<file path="src/rtl/alu_arb_ctrl.sv">
// Two-requester round-robin front end for a shared combinational ALU.
// One command in flight: IDLE grants, EXEC drives the ALU and captures, RESP holds the result.
module alu_arb_ctrl #(
  parameter int unsigned DW = 8
) (
  input  logic          Clk,
  input  logic          Reset_n,
  input  logic [1:0]    req_valid,
  output logic [1:0]    req_ready,
  input  logic [2:0]    req0_op,
  input  logic [DW-1:0] req0_a,
  input  logic [DW-1:0] req0_b,
  input  logic [2:0]    req1_op,
  input  logic [DW-1:0] req1_a,
  input  logic [DW-1:0] req1_b,
  output logic [2:0]    alu_op,
  output logic [DW-1:0] alu_a,
  output logic [DW-1:0] alu_b,
  input  logic [DW-1:0] alu_rslt,
  input  logic          alu_taken,
  output logic [1:0]    rsp_valid,
  input  logic [1:0]    rsp_ready,
  output logic [DW-1:0] rsp_rslt,
  output logic          rsp_taken,
  output logic          busy
);

  typedef enum logic [1:0] {
    IDLE = 2'd0,
    EXEC = 2'd1,
    RESP = 2'd2
  } state_t;

  state_t          state_q, state_d;
  logic            gnt_q, gnt_d;
  logic            last_q, last_d;
  logic [2:0]      op_q, op_d;
  logic [DW-1:0]   a_q, a_d;
  logic [DW-1:0]   b_q, b_d;
  logic [DW-1:0]   rslt_q, rslt_d;
  logic            taken_q, taken_d;
  logic            win;

  // A lone requester always wins; on a tie the one not granted last wins.
  always_comb begin
    win = 1'b0;
    case (req_valid)
      2'b01:   win = 1'b0;
      2'b10:   win = 1'b1;
      2'b11:   win = ~last_q;
      default: win = 1'b0;
    endcase
  end

  always_comb begin
    state_d = state_q;
    gnt_d   = gnt_q;
    last_d  = last_q;
    op_d    = op_q;
    a_d     = a_q;
    b_d     = b_q;
    rslt_d  = rslt_q;
    taken_d = taken_q;
    case (state_q)
      IDLE: begin
        if (|req_valid) begin
          gnt_d   = win;
          op_d    = win ? req1_op : req0_op;
          a_d     = win ? req1_a  : req0_a;
          b_d     = win ? req1_b  : req0_b;
          state_d = EXEC;
        end
      end
      EXEC: begin
        rslt_d  = alu_rslt;
        taken_d = alu_taken;
        state_d = RESP;
      end
      RESP: begin
        if (rsp_ready[gnt_q]) begin
          last_d  = gnt_q;
          state_d = IDLE;
        end
      end
      default: state_d = IDLE;
    endcase
  end

  always_ff @(posedge Clk or negedge Reset_n) begin
    if (!Reset_n) begin
      state_q <= IDLE;
      gnt_q   <= 1'b0;
      last_q  <= 1'b1;
      op_q    <= '0;
      a_q     <= '0;
      b_q     <= '0;
      rslt_q  <= '0;
      taken_q <= 1'b0;
    end else begin
      state_q <= state_d;
      gnt_q   <= gnt_d;
      last_q  <= last_d;
      op_q    <= op_d;
      a_q     <= a_d;
      b_q     <= b_d;
      rslt_q  <= rslt_d;
      taken_q <= taken_d;
    end
  end

  always_comb begin
    req_ready = '0;
    rsp_valid = '0;
    alu_op    = '0;
    alu_a     = '0;
    alu_b     = '0;
    if (state_q == IDLE && (|req_valid)) req_ready = win ? 2'b10 : 2'b01;
    if (state_q == RESP)                 rsp_valid = gnt_q ? 2'b10 : 2'b01;
    if (state_q == EXEC) begin
      alu_op = op_q;
      alu_a  = a_q;
      alu_b  = b_q;
    end
  end

  assign rsp_rslt  = rslt_q;
  assign rsp_taken = taken_q;
  assign busy      = (state_q != IDLE);

endmodule
</file>
<file path="config.mk">
export PLATFORM = sky130hd
export DESIGN_NAME = alu_arb_ctrl
export DESIGN_NICKNAME = d
export VERILOG_FILES = /design/src/rtl/alu_arb_ctrl.sv
export SDC_FILE = /design/constraint.sdc
export NUM_CORES = 1
export LEC_CHECK = 0
export BUFFER_PORTS_ARGS = -buffer_cell sky130_fd_sc_hd__buf_2
export CAP_MARGIN = 20
export CELL_PAD_IN_SITES_DETAIL_PLACEMENT = 2
export CELL_PAD_IN_SITES_GLOBAL_PLACEMENT = 2
export CORE_MARGIN = 3
export CORE_UTILIZATION = 27
export DETAILED_ROUTE_END_ITERATION = 6
export GPL_TIMING_DRIVEN = 0
export HOLD_SLACK_MARGIN = 0.05
export PLACE_DENSITY = 0.86
export SLEW_MARGIN = 20
export SYNTH_ARGS = -nofsm -noshare
export SYNTH_HDL_FRONTEND = slang
export SYNTH_SLANG_ARGS = --single-unit
export TNS_END_PERCENT = 50
</file>
<file path="constraint.sdc">
create_clock -name Clk -period 2.02 [get_ports Clk]
set_input_delay 0 -clock Clk [delete_from_list [all_inputs] [get_ports Clk]]
set_output_delay 0 -clock Clk [all_outputs]
set_load 0.05 [all_outputs]
</file>
======== After elaboration in Yosys (flattened, before gate mapping) ========
Cells that the tools add are included.
word-level totals
  output and inout port bits .............. 33
  word-level logic and storage cells ...... 39
  input port bits ......................... 53
  register bits after elaboration ......... 32
cells by class
  $lt $le $gt $ge ......................... 1
  muxes and demuxes ....................... 16
  reduce and logical (&&, ||, !) cells .... 7
  bitwise logic cells ..................... 1
  equality and inequality tests ........... 6
operators by type and width
  kind                count
  $mux 8              4
  $mux 2              6
  $eq 2x2->1 const B  3
  $mux 3              2
  $pmux 2 s3          1
  $reduce_and 2->1    3
  $eq 2x1->1 const B  1
  $logic_not 2->1     1
  $lt 1x2->1 const B  1
  $mux 1              2
  $ne 2x1->1 const B  1
  $ne 2x2->1 const B  1
  $pmux 1 s2          1
  $reduce_bool 2->1   1
  $reduce_or 2->1     1
  $logic_and 1x1->1   1
  $not 1->1           1

======== Logic depth before layout (Yosys ltp) ========
Gate-level depths: netlist of the first run.
  depth after elaboration ................. 4
  depth in mapped cells ................... 4
  gate-level depth less buffers ........... 3

======== Worst setup path before layout of the first run ========
Ideal clock, no wire load.
  kind .................................... register -> register
  from .................................... reg last_q
  to ...................................... reg gnt_q
  required time ........................... 1.901 ns
  clock period less this slack ............ 1.418 ns
  setup slack ............................. 0.602 ns
  stages on the path, launching flop included .. 5
  arrival time ............................ 1.299 ns
  library setup time ...................... 0.119 ns
  path buffers ............................ 1
  cells stage by stage .................... dfstp_2 -> a21boi_1 -> clkbuf_1 -> and2_1 -> a21o_1
between the ends
  word-level cells in the longest chain between the ends .. 2
RTL lines
  item                      line  text
  start: declaration        36    logic last_q, last_d;
  start signal: assignment  102   last_q <= last_d;
  $not 1->1                 50    2'b11: win = ~last_q;
  $pmux 1 s2                47    case (req_valid)
  end signal: assignment    101   gnt_q <= gnt_d;
  end: declaration          35    logic gnt_q, gnt_d;
Every way passes these cells.
A chain may end at the register's enable or synchronous reset.

======== Final worst setup path of the first run ========
  from .................................... reg state_q[0]
  to ...................................... out alu_op[0]
between the ends
  word-level cells in the longest chain between the ends .. 2
RTL lines
  item                      line  text
  start: declaration        34    state_t state_q, state_d;
  start signal: assignment  100   state_q <= state_d;
  $eq 2x1->1                119   if (state_q == EXEC) begin
  $mux 3                    119
  end: declaration          16    output logic [2:0] alu_op,
Every way passes these cells.

==> metrics.log, run 1 <==
INFO  metric areaGrowthSynthToFinish = 60.8%
INFO  metric place_congestion = approximately 0.74
INFO  metric grt_use_total = 19.6%
INFO  metric timing.final.max_slew_violations = 0
INFO  metric synth_edf_count = 0
INFO  metric syn_area_per_cell = 11.9 sq um
INFO  metric synthesis.yosys.warnings = 0
INFO  metric cpPeakStageDelay = 0.39 ns
INFO  metric slew-limit-headroom = 51.1%
INFO  metric antenna_violating_nets_post_route = 0
INFO  metric n_fill_cell = 571
INFO  metric finalCritPeriodShare = 83.9%
INFO  metric critical_path_arrival = 1.69 ns
INFO  metric core_area = 5270 sq um
INFO  metric worstReg2RegStart = state_q[1]$_DFFE_PN0P_
INFO  metric total_via_count_in_the_routed_design = 1564
INFO  metric synth-seq-cells = 32
INFO  metric cts_setup_buffers = 0
INFO  metric worstPathRequired = between 2 and 2.5 ns
INFO  metric htree_num_levels = 2
INFO  metric total_routed_length = 6000 um
INFO  metric critical_path_buf_inv_count = 2
INFO  metric io-pin-count = 86
INFO  metric io_buffer_count = 85
INFO  metric vdd_drop_max = 0.623 mV
INFO  metric maxCapViolations = 0
INFO  metric launch_point_of_the_worst_path = state_q[0]$_DFFE_PN0P_
INFO  metric route.detailed.drc = 0
INFO  metric grt-ovfl-total = 0
INFO  metric die_width = 80.8 um
INFO  metric final_core_utilization = 46.1%
INFO  metric drive_above_1_share = between 40% and 50%
INFO  metric min_from = req1_a[6]
INFO  metric cts-root-buf = sky130_fd_sc_hd__clkbuf_8
INFO  metric wire_per_inst = around 19 um
INFO  metric routed_via_density = 4.87
INFO  metric grt_start_max_net_pins = 33
INFO  metric worst_setup_path_end_kind = output pin
INFO  metric syn-num-nets = 180
INFO  metric ctsLongestPathBuffers = 2
INFO  metric crit_path_cell_trace = nor2b_1, clkbuf_1, and2_1, buf_2
INFO  metric tightest_slew = between 0.7 and 0.8 ns
INFO  metric post_cts_resize_count = 0
INFO  metric final-setup-viol-count = 0
INFO  metric fmax = roughly 600 MHz
INFO  metric post_synth_instance_area = 1510 sq um
INFO  metric sequential_share_of_the_synthesized_area = 53.1%
INFO  metric timing.reg2reg.setup_slack = 0.43 ns
INFO  metric tns = 0 ns
INFO  metric final.hold.worst_slack = roughly 0.057 ns
INFO  metric tritoncts = yes
INFO  metric holdCritPathClass = input pin to flop
INFO  metric grt_setup_unrepaired = false
INFO  metric total_leakage_power = 1.29 nW
INFO  metric clock_latency = about 0.28 ns
INFO  metric clock_sinks = 32
INFO  metric grt_pass1_vias = 1787
INFO  metric count_of_unique_library_cells_instantiated_by_yosys = 20
INFO  metric outcome = finished clean
INFO  metric count_of_tritonroute_iterations_in_the_first_routing_pass = 4
INFO  metric die_y = 80.8 um
INFO  metric ratio_of_total_power_to_cell_area = 1610 nW/um^2
INFO  metric cp_max_fo = 10
INFO  metric grt_pass1_wl = 9490 um
INFO  metric critical-path-slowest-cell = sky130_fd_sc_hd__dfrtp_1
INFO  metric ys_async_sr_fraction = 100%
INFO  metric die_area = 6530 sq um
INFO  metric num_rows = 26
INFO  metric largest_clock_skew_in_the_final_design = 0.00276 ns
INFO  metric cts-buffers-inserted = 5
INFO  metric timing_hold_violations_final = 0
INFO  metric period_needed = 1.69 ns
INFO  metric drt_first_iter_violations = 52
INFO  metric synthesis.instances = 127
INFO  metric dp.final_hpwl = 3950 um
INFO  metric effective_utilization_at_floorplan = 28.7%
INFO  metric postSynth.topFlopCell = sky130_fd_sc_hd__dfrtp_1
INFO  metric critPathTopFamily = buffers and inverters
INFO  metric crit_type = flop to output pin
INFO  metric cts.clk_slew.worst_paths = 0.06 ns
INFO  metric cp-start-kind = flop
INFO  metric n_antenna_cell = 0
INFO  metric antenna_found_initial = 0
INFO  metric design.final.nets = a little over 300
cells in the mapped netlist (all sizes together), types with 2 or more instances:
master	count	share of area, %
and2	21	8.7
clkbuf	8	2.0
a221o	19	13
dfrtp	31	51
a21o	3	1.5
buf	3	2.0
inv	2	0.50
nor2b	3	1.2
and3	20	8.6
mux2	9	6.7
where the power goes:
group          internal (W)  switching (W)
clock network      0.000277       0.000217
registers          0.000965       0.000198
logic              0.000747        0.00151
path summary, 6_finish.rpt:
check	to	depth (start not counted)
setup / recovery	alu_op[0]	4
hold / removal	a_q[6]$_DFFE_PN0P_	3
setup reg to reg	b_q[0]$_DFFE_PN0P_	4
min in group asynchronous	rsp_rslt[6]$_DFFE_PN0N_	2
hold reg to reg	rsp_rslt[5]$_DFFE_PN0N_	1
max in group asynchronous	a_q[6]$_DFFE_PN0P_	2
cell usage in the layout, fill, tap and decap left out, drive strengths merged:
| cell type | synthesis | final |
|---|---|---|
| a22o | 1 | 1 |
| nand2b | 1 | 1 |
| o21ai | 1 | 1 |
| buf | 3 | 88 |
| clkbuf | 8 | 15 |
| inv | 2 | 2 |
| and2 | 21 | 21 |
| mux2i | 1 | 1 |
| and3 | 20 | 20 |
| nor2b | 3 | 3 |
| a21boi | 1 | 1 |
| dlygate4sd3 | 0 | 32 |
| nand2 | 1 | 1 |
| nor2 | 1 | 1 |
| a221o | 19 | 19 |
| a21o | 3 | 3 |
| dfrtp | 31 | 31 |
| mux2 | 9 | 9 |
| dfstp | 1 | 1 |
logic make-up (layout without fill, tap and decap cells):
| family | count (synthesis) | in the layout | synth area share, % |
|---|---|---|---|
| DFF | 32 | 32 | 53.1 |
| and+or+nand+nor | 47 | 47 | 19.6 |
| muxes | 10 | 10 | 7.37 |
| AOI/OAI and AO/OA | 25 | 25 | 15.5 |
| buffers and inverters | 13 | 137 | 4.47 |
repair_timing:
item                       CTS  global route
setup endpoints to repair    0            10
hold endpoints to repair    60             0
hold buffers                32             0
routing by layer:
metal / up-vias / track usage (%) / share of wire, %
li1: 716 / - / -
met3: 8 / 5.65 / 6.7
met2: 67 / 36.6 / 54
met1: 773 / 21.6 / 38
met4: 0 / 5.07 / 1.7
met5: - / 0 / 0
area by class of cell:
class	instances	area (sq um)	area share, %
Sequential cell	32	802	33.0
Timing Repair Buffer	117	746	30.7
Multi-Input combinational cell	82	642	26.4
Clock buffer	8	90.1	3.71
Tap cell	70	87.6	3.60
Buffer	10	56.3	2.32
Inverter	2	7.51	0.309
stage by stage:
step / power (W) / area, sq um / instances / worst slack, ns
5_1_grt: 0.00417 / 2430 / 321 / 0.170
2_1_floorplan: 0.00277 / 1510 / 127 / 0.602
4_1_cts: 0.00394 / 2430 / 322 / 0.0864
6_report: 0.00391 / 2430 / 321 / 0.326
3_3_place_gp: 0.00328 / 2020 / 282 / 0.488
3_5_place_dp: 0.00337 / 2020 / 282 / 0.449
tightest hold or removal path: cells and delay by family:
family	cells	cell delay, ns
buf+inv	1	0.07
compound gates	1	0.10
simple gates	1	0.13
flip-flops by register name (all words and copies together), names as in the netlist:
| signal | flops |
|---|---|
| rsp_taken | 1 |
| op_q | 3 |
| state_q | 2 |
| last_q | 1 |
| a_q | 8 |
| gnt_q | 1 |
| b_q | 8 |
| rsp_rslt | 8 |
Note: power is estimated with default switching activity, not from simulation.
==> inputs of run 2 (changes only) <==
--- a/config.mk
+++ b/config.mk
@@ -10,11 +10,11 @@
 export CELL_PAD_IN_SITES_DETAIL_PLACEMENT = 2
 export CELL_PAD_IN_SITES_GLOBAL_PLACEMENT = 2
 export CORE_MARGIN = 3
-export CORE_UTILIZATION = 27
+export CORE_UTILIZATION = 23
 export DETAILED_ROUTE_END_ITERATION = 6
 export GPL_TIMING_DRIVEN = 0
 export HOLD_SLACK_MARGIN = 0.05
-export PLACE_DENSITY = 0.86
+export PLACE_DENSITY = 0.78
 export SLEW_MARGIN = 20
 export SYNTH_ARGS = -nofsm -noshare
 export SYNTH_HDL_FRONTEND = slang
==> constraint.sdc (replaced) <==
create_clock -name Clk -period 1.55 [get_ports Clk]
set_input_delay 0 -clock Clk [delete_from_list [all_inputs] [get_ports Clk]]
set_output_delay 0 -clock Clk [all_outputs]
set_load 0.05 [all_outputs]
==> run 2 against run 1 <==
  * Die area rose by 16%
  * Register-to-register slack worse by 0.32 ns
  * Wire length grew 4.2%
  * Non-clock buffer count rose by 19
==> metrics.log, run 2 (synthesis results as in run 1) <==
INFO  metric outcome = finished clean
INFO  metric worstReg2RegStart = last_q$_DFFE_PN1P_
INFO  metric launch_point_of_the_worst_path = state_q[0]$_DFFE_PN0P_
INFO  metric timing_hold_violations_final = 0
INFO  metric use_met1 = 18.7%
INFO  metric total_leakage_power = ~1.4 nW
INFO  metric cts-root-buf = sky130_fd_sc_hd__clkbuf_8
INFO  metric finalInstanceArea = ~2700 sq um
INFO  metric cp_max_fo = 17
INFO  metric grt_util_met2 = around a third
INFO  metric worstReg2RegEnd = b_q[3]$_DFFE_PN0P_
INFO  metric design.final.nets = 322
INFO  metric clock_sinks = 32
INFO  metric largest_clock_skew_in_the_final_design = 0.0104 ns
INFO  metric areaGrowthSynthToFinish = 78.3%
INFO  metric htree_num_levels = 2
INFO  metric crit_path_cell_trace = nor2b_2, buf_6, and2_1, clkbuf_4
INFO  metric die_y = 87.1 um
INFO  metric critical-path-slowest-cell = sky130_fd_sc_hd__dfrtp_1
INFO  metric wire_per_inst = 18.1 um
INFO  metric num_rows = 28
INFO  metric power.total = 0.00543 W
INFO  metric grt-ovfl-total = 0
INFO  metric hold_path_depth = 3
INFO  metric setup_ws = 0.0627 ns
INFO  metric global_route.peak_usage_layer = met2
INFO  metric grt_start_max_net_pins = 33
INFO  metric worst_setup_path_end_kind = output pin
INFO  metric dp.final_hpwl = approximately 3700 um
INFO  metric core_area = 6130 sq um
INFO  metric cts.clk_slew.worst_paths = 0.07 ns
INFO  metric cp-start-kind = flop
INFO  metric period_needed = 1.49 ns
INFO  metric clock_latency = 0.30 ns
INFO  metric layout.cells.most_common = sky130_fd_sc_hd__buf_2
INFO  metric final_core_utilization = a little over two fifths
INFO  metric ctsLongestPathBuffers = 2
INFO  metric min_from = req1_b[5]
INFO  metric total_routed_length = 6250 um
INFO  metric power.clock.fraction = 12.8%
INFO  metric worstRegToRegCells = 4
INFO  metric final-setup-viol-count = 0
INFO  metric antenna_violating_nets_post_route = 0
INFO  metric n_antenna_cell = 0
INFO  metric most-common-layout-cells = sky130_fd_sc_hd__buf_2 (65), sky130_fd_sc_hd__dlygate4sd3_1 (45), sky130_fd_sc_hd__dfrtp_1 (31)
INFO  metric count_of_tritonroute_iterations_in_the_first_routing_pass = 4
INFO  metric route.detailed.drc = 0
INFO  metric timing.reg2reg.setup_slack = 0.11 ns
INFO  metric crit_type = flop to output pin
INFO  metric net-switching-power = around 0.0026 W
INFO  metric tritoncts = yes
INFO  metric die_area = around 7600 sq um
INFO  metric routed_via_density = 4.73
INFO  metric grt_use_total = ~17%
INFO  metric worstPathRequired = 1.55 ns
INFO  metric maxCapViolations = 0
INFO  metric placed_cell_area = 2030 sq um
INFO  metric netSwitchingFraction = a little under half
INFO  metric cpPeakStageDelay = 0.41 ns
INFO  metric grt_pass1_vias = 1885
INFO  metric io_buffer_count = 85
INFO  metric pwr-share-comb = 59.5%
INFO  metric timing.final.max_slew_violations = 0
INFO  metric dp_slack = -0.0512 ns
INFO  metric io-pin-count = 86
INFO  metric internal_power = 0.00283 W
INFO  metric drive_above_1_share = 44.8%
INFO  metric tns = 0 ns
INFO  metric slew-limit-headroom = 48.5%
INFO  metric grt_setup_unrepaired = true
INFO  metric total_via_count_in_the_routed_design = ~1.6k
INFO  metric vdd_drop_max = roughly 1.1 mV
INFO  metric share_seq_of_total_power = 27.7%
INFO  metric holdCritPathClass = input pin to flop
INFO  metric hold_worst_path_end = b_q[5]$_DFFE_PN0P_
INFO  metric drt_first_iter_violations = 45
INFO  metric grt_pass1_wl = 9820 um
INFO  metric globalRouteMet3Util = a little under 5%
INFO  metric ratio_of_total_power_to_cell_area = 2010 nW/um^2
INFO  metric place_congestion = 0.700
INFO  metric critical_path_arrival = 1.49 ns
INFO  metric die_width = 87.1 um
INFO  metric tightest_slew = 0.773 ns
INFO  metric cts-buffers-inserted = 5
INFO  metric finalCritPeriodShare = 96.0%
INFO  metric fmax = 672 MHz
INFO  metric antenna_found_initial = 0
INFO  metric effective_utilization_at_floorplan = between 20% and 30%
## run 2: changes by cell type in the layout (fill, tap and decap cells not counted), sizes merged
cell / previous run / this run
buf: 88 / 83
clkbuf: 15 / 24
clkinv: 0 / 2
dlygate4sd3: 32 / 45
## run 2: per-stage QoR
step                      instances  hold WS [ns]
final                           345        0.0567
after detailed placement        287         0.115
after global placement          287         0.109
after floorplan                 127        -0.296
after global routing            345        0.0661
after CTS                       339        0.0501
## run 2: timing repair
item	4_1_cts	5_1_grt
setup endpoints to repair	22	40
resized for setup	9	34
hold endpoints to repair	60	0
hold buffers	45	0
pin swaps	0	0
setup buffers	0	6
## run 2: layer usage
layer,share of wire [%],wire [um]
met5,0,0
met1,39,2410
met3,7.5,470
met4,1.9,119
met2,52,3250
## run 2: area by class of cell
class                   count  area (sq um)
flip-flops and latches     32           802
repair buffers            136           977
fillers                   640          3440
clock buffers               6          82.6
clock inverters             2          10.0
inverters                   2          7.51
plain buffers              10          72.6
well taps                  75          93.8
multi-input cells          82           649
## run 2: worst max-delay path: cells and delay by family, from the launching register on
| kind | cells | cell delay (ns) |
|---|---|---|
| buf+inv | 2 | 0.42 |
| flops | 1 | 0.41 |
| simple gates | 2 | 0.36 |
## run 2: worst max path at each step
stage | to
after CTS | alu_op[1]
after detailed placement | alu_a[7]
after global placement | alu_op[2]
final | alu_b[3]
after global routing | rsp_valid[1]
after floorplan | gnt_q$_DFFE_PN0P_
## run 2: power by group through the flow
stage | sequential [W] | combinational [W] | clock (W)
global placement | 0.00147 | 0.00283 | 0
detailed placement | 0.00150 | 0.00289 | 0
finish | 0.00150 | 0.00323 | 0.000694
global route | 0.00156 | 0.00346 | 0.000752
floorplan | 0.00186 | 0.00175 | 0
CTS | 0.00148 | 0.00302 | 0.000712
